## config.mk

```make
export PLATFORM = sky130hd
export DESIGN_NAME = fetch_ctrl
export DESIGN_NICKNAME = d
export VERILOG_FILES = /design/src/rtl/fetch_ctrl.sv
export SDC_FILE = /design/constraint.sdc
export NUM_CORES = 1
export LEC_CHECK = 0
export ABC_AREA = 1
export CORE_MARGIN = 8
export CORE_UTILIZATION = 25
export DETAILED_ROUTE_END_ITERATION = 10
export GPL_TIMING_DRIVEN = 0
export PLACE_DENSITY = 0.45
export SETUP_SLACK_MARGIN = 0.5
export SLEW_MARGIN = 20
export SYNTH_ARGS = -nofsm -noshare
export SYNTH_HDL_FRONTEND = slang
export SYNTH_SLANG_ARGS = --single-unit
export TNS_END_PERCENT = 1
```

## constraint.sdc

```tcl
create_clock -name clk -period 4.35 [get_ports clk]
set_input_delay 0.87 -clock clk [delete_from_list [all_inputs] [get_ports clk]]
set_output_delay 0.87 -clock clk [all_outputs]
set_load 0.1 [all_outputs]
```

## src/rtl/fetch_ctrl.sv

```systemverilog
// rtl/fetch_ctrl.sv - front-end fetch sequencer between the I-cache and the fetch queue
module fetch_ctrl #(
    parameter logic [31:0] RESET_PC = 32'h0000_0000,
    parameter int          QDEPTH   = 8,
    parameter int          MAX_OUT  = 2
) (
    input  logic        clk,
    input  logic        rst_n,
    input  logic        fetch_en,
    input  logic        redirect_valid,
    input  logic [31:0] redirect_pc,
    output logic        icache_req_valid,
    input  logic        icache_req_ready,
    output logic [31:0] icache_req_addr,
    input  logic        icache_resp_valid,
    input  logic [31:0] icache_resp_instr,
    output logic        fq_push_en,
    output logic [31:0] fq_instr,
    output logic [31:0] fq_pc,
    input  logic        fq_pop_en,
    input  logic        fq_empty,
    output logic        fq_flush
);

    localparam int OCC_W = $clog2(QDEPTH + 1);
    localparam int OUT_W = $clog2(MAX_OUT + 1);
    localparam int SUM_W = $clog2(QDEPTH + MAX_OUT + 1);
    localparam int PTR_W = (MAX_OUT > 1) ? $clog2(MAX_OUT) : 1;

    localparam logic [SUM_W-1:0] QDEPTH_S  = SUM_W'(QDEPTH);
    localparam logic [OUT_W-1:0] MAX_OUT_O = OUT_W'(MAX_OUT);
    localparam logic [PTR_W-1:0] LAST_PTR  = PTR_W'(MAX_OUT - 1);

    typedef enum logic [1:0] {
        S_IDLE     = 2'd0,
        S_FETCH    = 2'd1,
        S_REDIRECT = 2'd2
    } state_t;

    state_t state;
    state_t state_nxt;

    logic [31:0]      req_pc;
    logic [OCC_W-1:0] occ;
    logic [OUT_W-1:0] outstanding;
    logic [OUT_W-1:0] drop_cnt;
    logic [OUT_W-1:0] live;
    logic [OUT_W-1:0] out_nxt;
    logic [31:0]      pend_pc [MAX_OUT];
    logic [PTR_W-1:0] wr_ptr;
    logic [PTR_W-1:0] rd_ptr;

    logic credit_ok;
    logic req_fire;
    logic resp_fire;
    logic resp_drop;
    logic push;
    logic pop_ok;

    // State register.
    always_ff @(posedge clk or negedge rst_n) begin
        if (!rst_n) begin
            state <= S_IDLE;
        end else begin
            state <= state_nxt;
        end
    end

    // Next state: a redirect always wins; otherwise fetch_en alone picks FETCH or IDLE.
    always_comb begin
        state_nxt = state;
        if (redirect_valid) begin
            state_nxt = S_REDIRECT;
        end else begin
            case (state)
                S_IDLE:     state_nxt = fetch_en ? S_FETCH : S_IDLE;
                S_FETCH:    state_nxt = fetch_en ? S_FETCH : S_IDLE;
                S_REDIRECT: state_nxt = fetch_en ? S_FETCH : S_IDLE;
                default:    state_nxt = S_IDLE;
            endcase
        end
    end

    // Outputs: request gating by credit and outstanding limit, push straight from the response.
    always_comb begin
        icache_req_valid = (state == S_FETCH) && credit_ok
                           && (outstanding < MAX_OUT_O) && !redirect_valid;
        icache_req_addr  = req_pc;
        fq_push_en       = push;
        fq_instr         = icache_resp_instr;
        fq_pc            = pend_pc[rd_ptr];
        fq_flush         = (state == S_REDIRECT);
    end

    // Credit and handshake decode. Stale responses still in flight do not consume queue credit.
    always_comb begin
        live      = outstanding - drop_cnt;
        credit_ok = (SUM_W'(occ) + SUM_W'(live)) < QDEPTH_S;
        req_fire  = icache_req_valid && icache_req_ready;
        resp_fire = icache_resp_valid && (outstanding != '0);
        resp_drop = resp_fire && (drop_cnt != '0);
        push      = resp_fire && (drop_cnt == '0);
        pop_ok    = fq_pop_en && !fq_empty && (state != S_REDIRECT) && (occ != '0);
        out_nxt   = outstanding + OUT_W'(req_fire) - OUT_W'(resp_fire);
    end

    // Fetch PC: advance on each accepted request, jump to the aligned target on redirect.
    always_ff @(posedge clk or negedge rst_n) begin
        if (!rst_n) begin
            req_pc <= RESET_PC;
        end else if (redirect_valid) begin
            req_pc <= {redirect_pc[31:2], 2'b00};
        end else if (req_fire) begin
            req_pc <= req_pc + 32'd4;
        end
    end

    // Pending-PC FIFO: one entry per outstanding request, popped by every response (kept or dropped).
    always_ff @(posedge clk or negedge rst_n) begin
        if (!rst_n) begin
            wr_ptr <= '0;
            rd_ptr <= '0;
            for (int i = 0; i < MAX_OUT; i++) begin
                pend_pc[i] <= '0;
            end
        end else begin
            if (req_fire) begin
                pend_pc[wr_ptr] <= req_pc;
                wr_ptr          <= (wr_ptr == LAST_PTR) ? '0 : wr_ptr + PTR_W'(1);
            end
            if (resp_fire) begin
                rd_ptr <= (rd_ptr == LAST_PTR) ? '0 : rd_ptr + PTR_W'(1);
            end
        end
    end

    // Outstanding and drop counters; a redirect marks everything still in flight as stale.
    always_ff @(posedge clk or negedge rst_n) begin
        if (!rst_n) begin
            outstanding <= '0;
            drop_cnt    <= '0;
        end else begin
            outstanding <= out_nxt;
            if (redirect_valid) begin
                drop_cnt <= out_nxt;
            end else if (resp_drop) begin
                drop_cnt <= drop_cnt - OUT_W'(1);
            end
        end
    end

    // Fetch-queue occupancy mirror; cleared on redirect together with the queue flush.
    always_ff @(posedge clk or negedge rst_n) begin
        if (!rst_n) begin
            occ <= '0;
        end else if (redirect_valid) begin
            occ <= '0;
        end else if (push && !pop_ok) begin
            occ <= occ + OCC_W'(1);
        end else if (!push && pop_ok) begin
            occ <= occ - OCC_W'(1);
        end
    end

    // A response with nothing outstanding breaks the in-order pairing with pending PCs.
    a_resp_has_req: assert property (@(posedge clk) disable iff (!rst_n)
        icache_resp_valid |-> (outstanding != '0));

    // Requests are only issued against free queue credit, so the queue can never overflow.
    a_credit: assert property (@(posedge clk) disable iff (!rst_n)
        (SUM_W'(occ) + SUM_W'(live)) <= QDEPTH_S);

endmodule
```

Word level (Yosys, flattened, before mapping) --
Cells that the tools add are included.
Word-level totals: bits in registers 108, latch bits 0, memory bits (writable) 0, memory bits (read-only) 0, bits of input ports 72, output and inout port bits 99, logic and storage cells 73, memories 0
Operators by class: add/subtract/negate cells 10, multipliers 0, divide/modulo/power cells 0, $lt $le $gt $ge 5, equality and inequality tests 3, shift-type cells 0, muxes and demuxes 18, bitwise operators 2, reduce and logical (&&, ||, !) cells 26
Operators with widths (number):
- two-way mux 32 bit | 6
- bitwise mux 64 bit | 1
- adder 32 x 3 -> 32 bit, second input constant | 1
- demux 32 bit (select 1 bit) | 1
- logical AND 1 bit | 13
- two-way mux 4 bit | 3
- nonzero test 2 bit | 4
- two-way mux 2 bit | 3
- adder 4 x 1 -> 4 bit, second input constant | 1
- adder 4 x 2 -> 4 bit | 1
- >= comparator 2 bit, second input constant | 2
- logical NOT 1 bit | 4
- logical NOT 2 bit | 2
- < comparator 4 bit, second input constant | 1
- two-way mux 1 bit | 4
- inverter 1 -> 2 bit | 2
- nonzero test 4 bit | 1
- subtractor 4 x 1 -> 4 bit, second input constant | 1
- nonzero test 3 bit | 1
- OR reduction 3 bit | 1
- adder 1 bit, second input constant | 2
- adder 2 x 1 -> 2 bit | 1
- equality test 2 x 1 -> 1 bit, second input constant | 1
- equality test 2 bit, second input constant | 1
- other kinds (6) | 6

Depth between registers and ports, before layout --
word-level depth 10, gate-level depth with buffers 19, depth with buffers taken out 18

Worst setup path before layout --
OpenSTA, ideal clock, no wires.
path type input -> register, start point in icache_resp_valid, end point reg occ[3], library setup time 0.119 ns, arrival 3.097 ns, data required time 4.231 ns, path slack 1.134 ns, stages 11, buffers on the path 0, cell sequence o21ai_2 nor2_2 nand2_1 ha_1 a21oi_1 nand2_1 nand2_1 nand2_1 xor2_1 nand2_1 nand2_1
Between the ends: longest elaborated chain between the ends 5, elaborated cells between the ends (all ways) 8, those cells by class mux: 2; reduce/logical: 6
Ends and longest elaborated chain:
- from (decl) | line 15 | input logic icache_resp_valid,
- logical AND 1 bit * | line 100 | resp_fire = icache_resp_valid && (outstanding != '0);
- logical AND 1 bit * | line 102 | push = resp_fire && (drop_cnt == '0);
- via fq_push_en | line 17 | output logic fq_push_en,
- logical AND 1 bit or logical NOT 1 bit (tied branches) | line 158, 160
- two-way mux 4 bit or logical AND 1 bit (tied branches) | line 158, 160
- two-way mux 4 bit or nonzero test 3 bit (tied branches)
- to (signal assigned) | line 159 | occ <= occ + OCC_W'(1);
- to (signal assigned) | line 161 | occ <= occ - OCC_W'(1);
- to (decl) | line 44 | logic [OCC_W-1:0] occ;
Mark *: on every way through the listed nets, which the timed path passes. The rest lies on a longest branch. A chain may end at the register's enable or synchronous reset.

Worst setup path after layout --
start point in icache_resp_valid, end point out fq_push_en
Between the ends: longest elaborated chain between the ends 2
Ends and longest elaborated chain (line):
- logical AND 1 bit | 100
- logical AND 1 bit | 102
- to (decl) | 17
Every way passes these cells.

==> flow_metrics.env <==
export IMPL_timing_max_cap_violations=0
export IMPL_grtUsageTotal=0.139
export IMPL_detailedPlacementHpwl_um=15600
export IMPL_cts_sinks=102
export IMPL_layout_cells_most_common="nand2_1"
export IMPL_antenna_found_initial=0
export IMPL_skew_ps=11.4
export IMPL_antenna_left=0
export IMPL_final_period_utilization=0.838
export IMPL_syn2layout_area_growth_pct=34.2
export IMPL_synth_xor_area_frac=0.0275
export IMPL_synth_lib_cells_used_distinct=33
export IMPL_crit_path_required_time_ps=3480
export IMPL_finalWorstSetupSlack_ps=706
export IMPL_wire_length_of_the_first_global_routing_pass_um=31500
export IMPL_via_count_of_the_first_global_routing_pass=5624
export IMPL_fmax_ghz=0.274
export IMPL_synthMuxAreaShare=0
export IMPL_worst_path_max_fanout=3
export IMPL_synth_simple_gate_area_frac=0.413
export IMPL_tightest_slew_ps=1020
export IMPL_most_repeated_library_cell_on_the_critical_path="clkdlybuf4s50_1"
export IMPL_pin_count_of_the_biggest_net_entering_global_routing=61
export IMPL_power_frac_seq=0.300
export IMPL_max_clock_path_buffers=2
export IMPL_holdBufCountCts=0
export IMPL_avgViaCountPerCell=4.21
export IMPL_cp_slowest_stage_delay_ps=1150
export IMPL_detail_route_wl_per_cell_um=15.1
export IMPL_core_area_um2=24000
export IMPL_cp_start_kind="input port"
export IMPL_die_x_um=172
export IMPL_gp_congestion=0.826
export IMPL_clock_transition_at_the_register_clock_pins_on_the_worst_setup_and_hold_paths_after_cts_ps=70
export IMPL_cell_internal_pwr_mw=2.33
export IMPL_series_of_cell_instances_along_the_critical_path="clkdlybuf4s50_1 > o21ai_2 > nor2_2 > clkdlybuf4s50_1"
export IMPL_antenna_diode_count=0
export IMPL_finalNetCount=1078
export IMPL_power_density_cell_area_nw_per_um2=594
export IMPL_clock_power_share=0.183
export IMPL_timing_final_max_slew_violations=0
export IMPL_synth_yosys_warnings=0
export IMPL_synth_area_per_cell_um2=7.11
export IMPL_std_cell_rows=57
export IMPL_pwr_share_comb=0.517
export IMPL_synth_compound_area_frac=0.0134
export IMPL_outcome="complete, no violations"
export IMPL_crit_arrival_ps=2770
export IMPL_cts_buffers=9
export IMPL_synthAdderAreaFrac=0.0199
export IMPL_critPathCaptureType="primary output"
export IMPL_port_buffer_count=132
export IMPL_final_cell_count_no_fill=1324
export IMPL_detailroute_via_count=5580
export IMPL_design_portCount=171
export IMPL_worst_slew_margin_rel=0.319
export IMPL_fp_dieArea_um2=29400
export IMPL_stdcell_area_um2=8120
export IMPL_tritoncts="done"
export IMPL_rsz_0062_raised_after_global_routing="no"
export IMPL_max_vdd_ir_drop_v=0.000275
export IMPL_crit_slowest_cell="clkdlybuf4s50_1"
export IMPL_final_setup_viol_count=0
export IMPL_yosys_register_bits=102
export IMPL_placed_area_um2=7810
export IMPL_dpl_worst_slack_ps=404
export IMPL_netlist_instances=850
export IMPL_mappedNetlistArea_um2=6050
export IMPL_ctsHtreeMaxLevel=3
export IMPL_drtIter0Drc=356
export IMPL_overflow=0
export IMPL_area_share_of_the_largest_cell_type_after_synthesis=0.422
export IMPL_minimum_period_implied_by_the_final_worst_setup_slack_ps=3640
export IMPL_layout_common_cells="nand2_1 (455), clkdlybuf4s50_1 (130), dfrtp_1 (102)"
export IMPL_wirelength_um=20000
export IMPL_synth_top_family_by_area="simple AND/OR/NAND/NOR gates"
export IMPL_drcViolationCount=0
export IMPL_switching_share=0.516
export IMPL_drt_pass1_iterations=4
export IMPL_height_of_the_chip_um=172
export IMPL_static_leakage_power_nw=4.01
export IMPL_layout_cells_sized_above_1=0.0920
export IMPL_critPathKind="in -> out"
export IMPL_synth_top_area_cell="dfrtp_1"
export IMPL_placed_cells=1310
export IMPL_ys_top_cells_by_area="dfrtp_1 (42%), nand2_1 (28%), nand3_1 (5.5%)"
export IMPL_synth_sequential_area_ratio=0.422
export IMPL_initial_utilization=0.252
export IMPL_postCtsSetupRepairBufs=0
export IMPL_holdCritPathClass="in -> async"
export IMPL_clk_insertion_delay_late_ps=350
export IMPL_clock_root_buffer="clkbuf_16"
export IMPL_final_hold_violation_count=0
export IMPL_p_sw_mw=2.49
## stage by stage
step / hold WS [ps] / util / power [mW] / TNS (ps)
after CTS: 444 / 0.338 / 4.88 / 0
after global placement: 427 / 0.324 / 3.96 / -198170
after detailed placement: 440 / 0.325 / 3.98 / 0
final: 434 / 0.338 / 4.82 / 0
after global routing: 456 / 0.338 / 5.11 / 0
after floorplan: 414 / - / 3.32 / 0
## sequential cells by signal (all words and copies together) (netlist names)
register / flops
drop_cnt: 2
pend_pc: 60
state: 2
rd_ptr: 1
wr_ptr: 1
outstanding: 2
occ: 4
icache_req_addr: 30
## cell type report
| type | instances | area [µm²] |
|---|---|---|
| clock inverters | 5 | 82.6 |
| repair buffers | 133 | 1350 |
| clock buffers | 9 | 225 |
| fillers | 2680 | 15900 |
| well taps | 324 | 405 |
| multi-input cells | 649 | 2880 |
| flip-flops and latches | 102 | 2550 |
| plain buffers | 69 | 499 |
| inverters | 33 | 124 |
## power by group through the flow
stage	Clock [mW]	Combinational [mW]	Sequential, mW
detailed placement	0	2.52	1.46
global placement	0	2.50	1.46
CTS	0.907	2.53	1.44
floorplan	0	1.71	1.62
global route	0.945	2.69	1.48
finish	0.882	2.49	1.44
## worst paths after layout
| kind | start | to | slack (ps) | cells past startpoint |
|---|---|---|---|---|
| max | icache_resp_valid | fq_push_en | 710 | 4 |
| min | rst_n | pend_pc[47] | 430 | 1 |
| max reg2reg | outstanding[1] | drop_cnt[1] | 1150 | 18 |
| min reg2reg | state[1] | state[0] | 450 | 1 |
| max in group asynchronous | rst_n | icache_req_addr[22] | 3270 | 2 |
| min in group clk | state[1] | state[0] | 450 | 1 |
## cells in the mapped netlist (all sizes together)
| cell | number |
|---|---|
| a21oi | 4 |
| buf | 58 |
| clkbuf | 11 |
| conb | 1 |
| dfrtp | 102 |
| fa | 1 |
| ha | 8 |
| inv | 33 |
| nand2 | 458 |
| nand3 | 69 |
| nand3b | 12 |
| nand4 | 3 |
| nor2 | 60 |
| nor3 | 1 |
| o21ai | 9 |
| o311ai | 1 |
| xnor2 | 7 |
| xor2 | 12 |
## per-layer routing
metal / global-route usage / part of all wire / vias to the layer above
met3: 0.0351 / 0.054 / 4
met5: 0 / 0 / -
li1: - / - / 2876
met4: 0.0265 / 0.0050 / 0
met2: 0.233 / 0.49 / 110
met1: 0.178 / 0.45 / 2590
## critical path, delay by kind of cell
| kind | cells | cell delay (ps) |
|---|---|---|
| buf+inv | 2 | 1620 |
| simple gates | 1 | 150 |
| compound gates | 1 | 130 |
## kinds of logic after synthesis
group / Yosys count
other: 1
buffers and inverters: 102
AND/OR/NAND/NOR: 603
adder cells (fa/ha/maj): 9
flip-flops: 102
AO/OA/AOI/OAI: 14
XOR/XNOR: 19
## what timing repair did
action,in CTS,in global routing
cloned,0,0
setup endpoints to repair,1,1
resized for setup,1,2
Power figures use the tool's default switching activity.
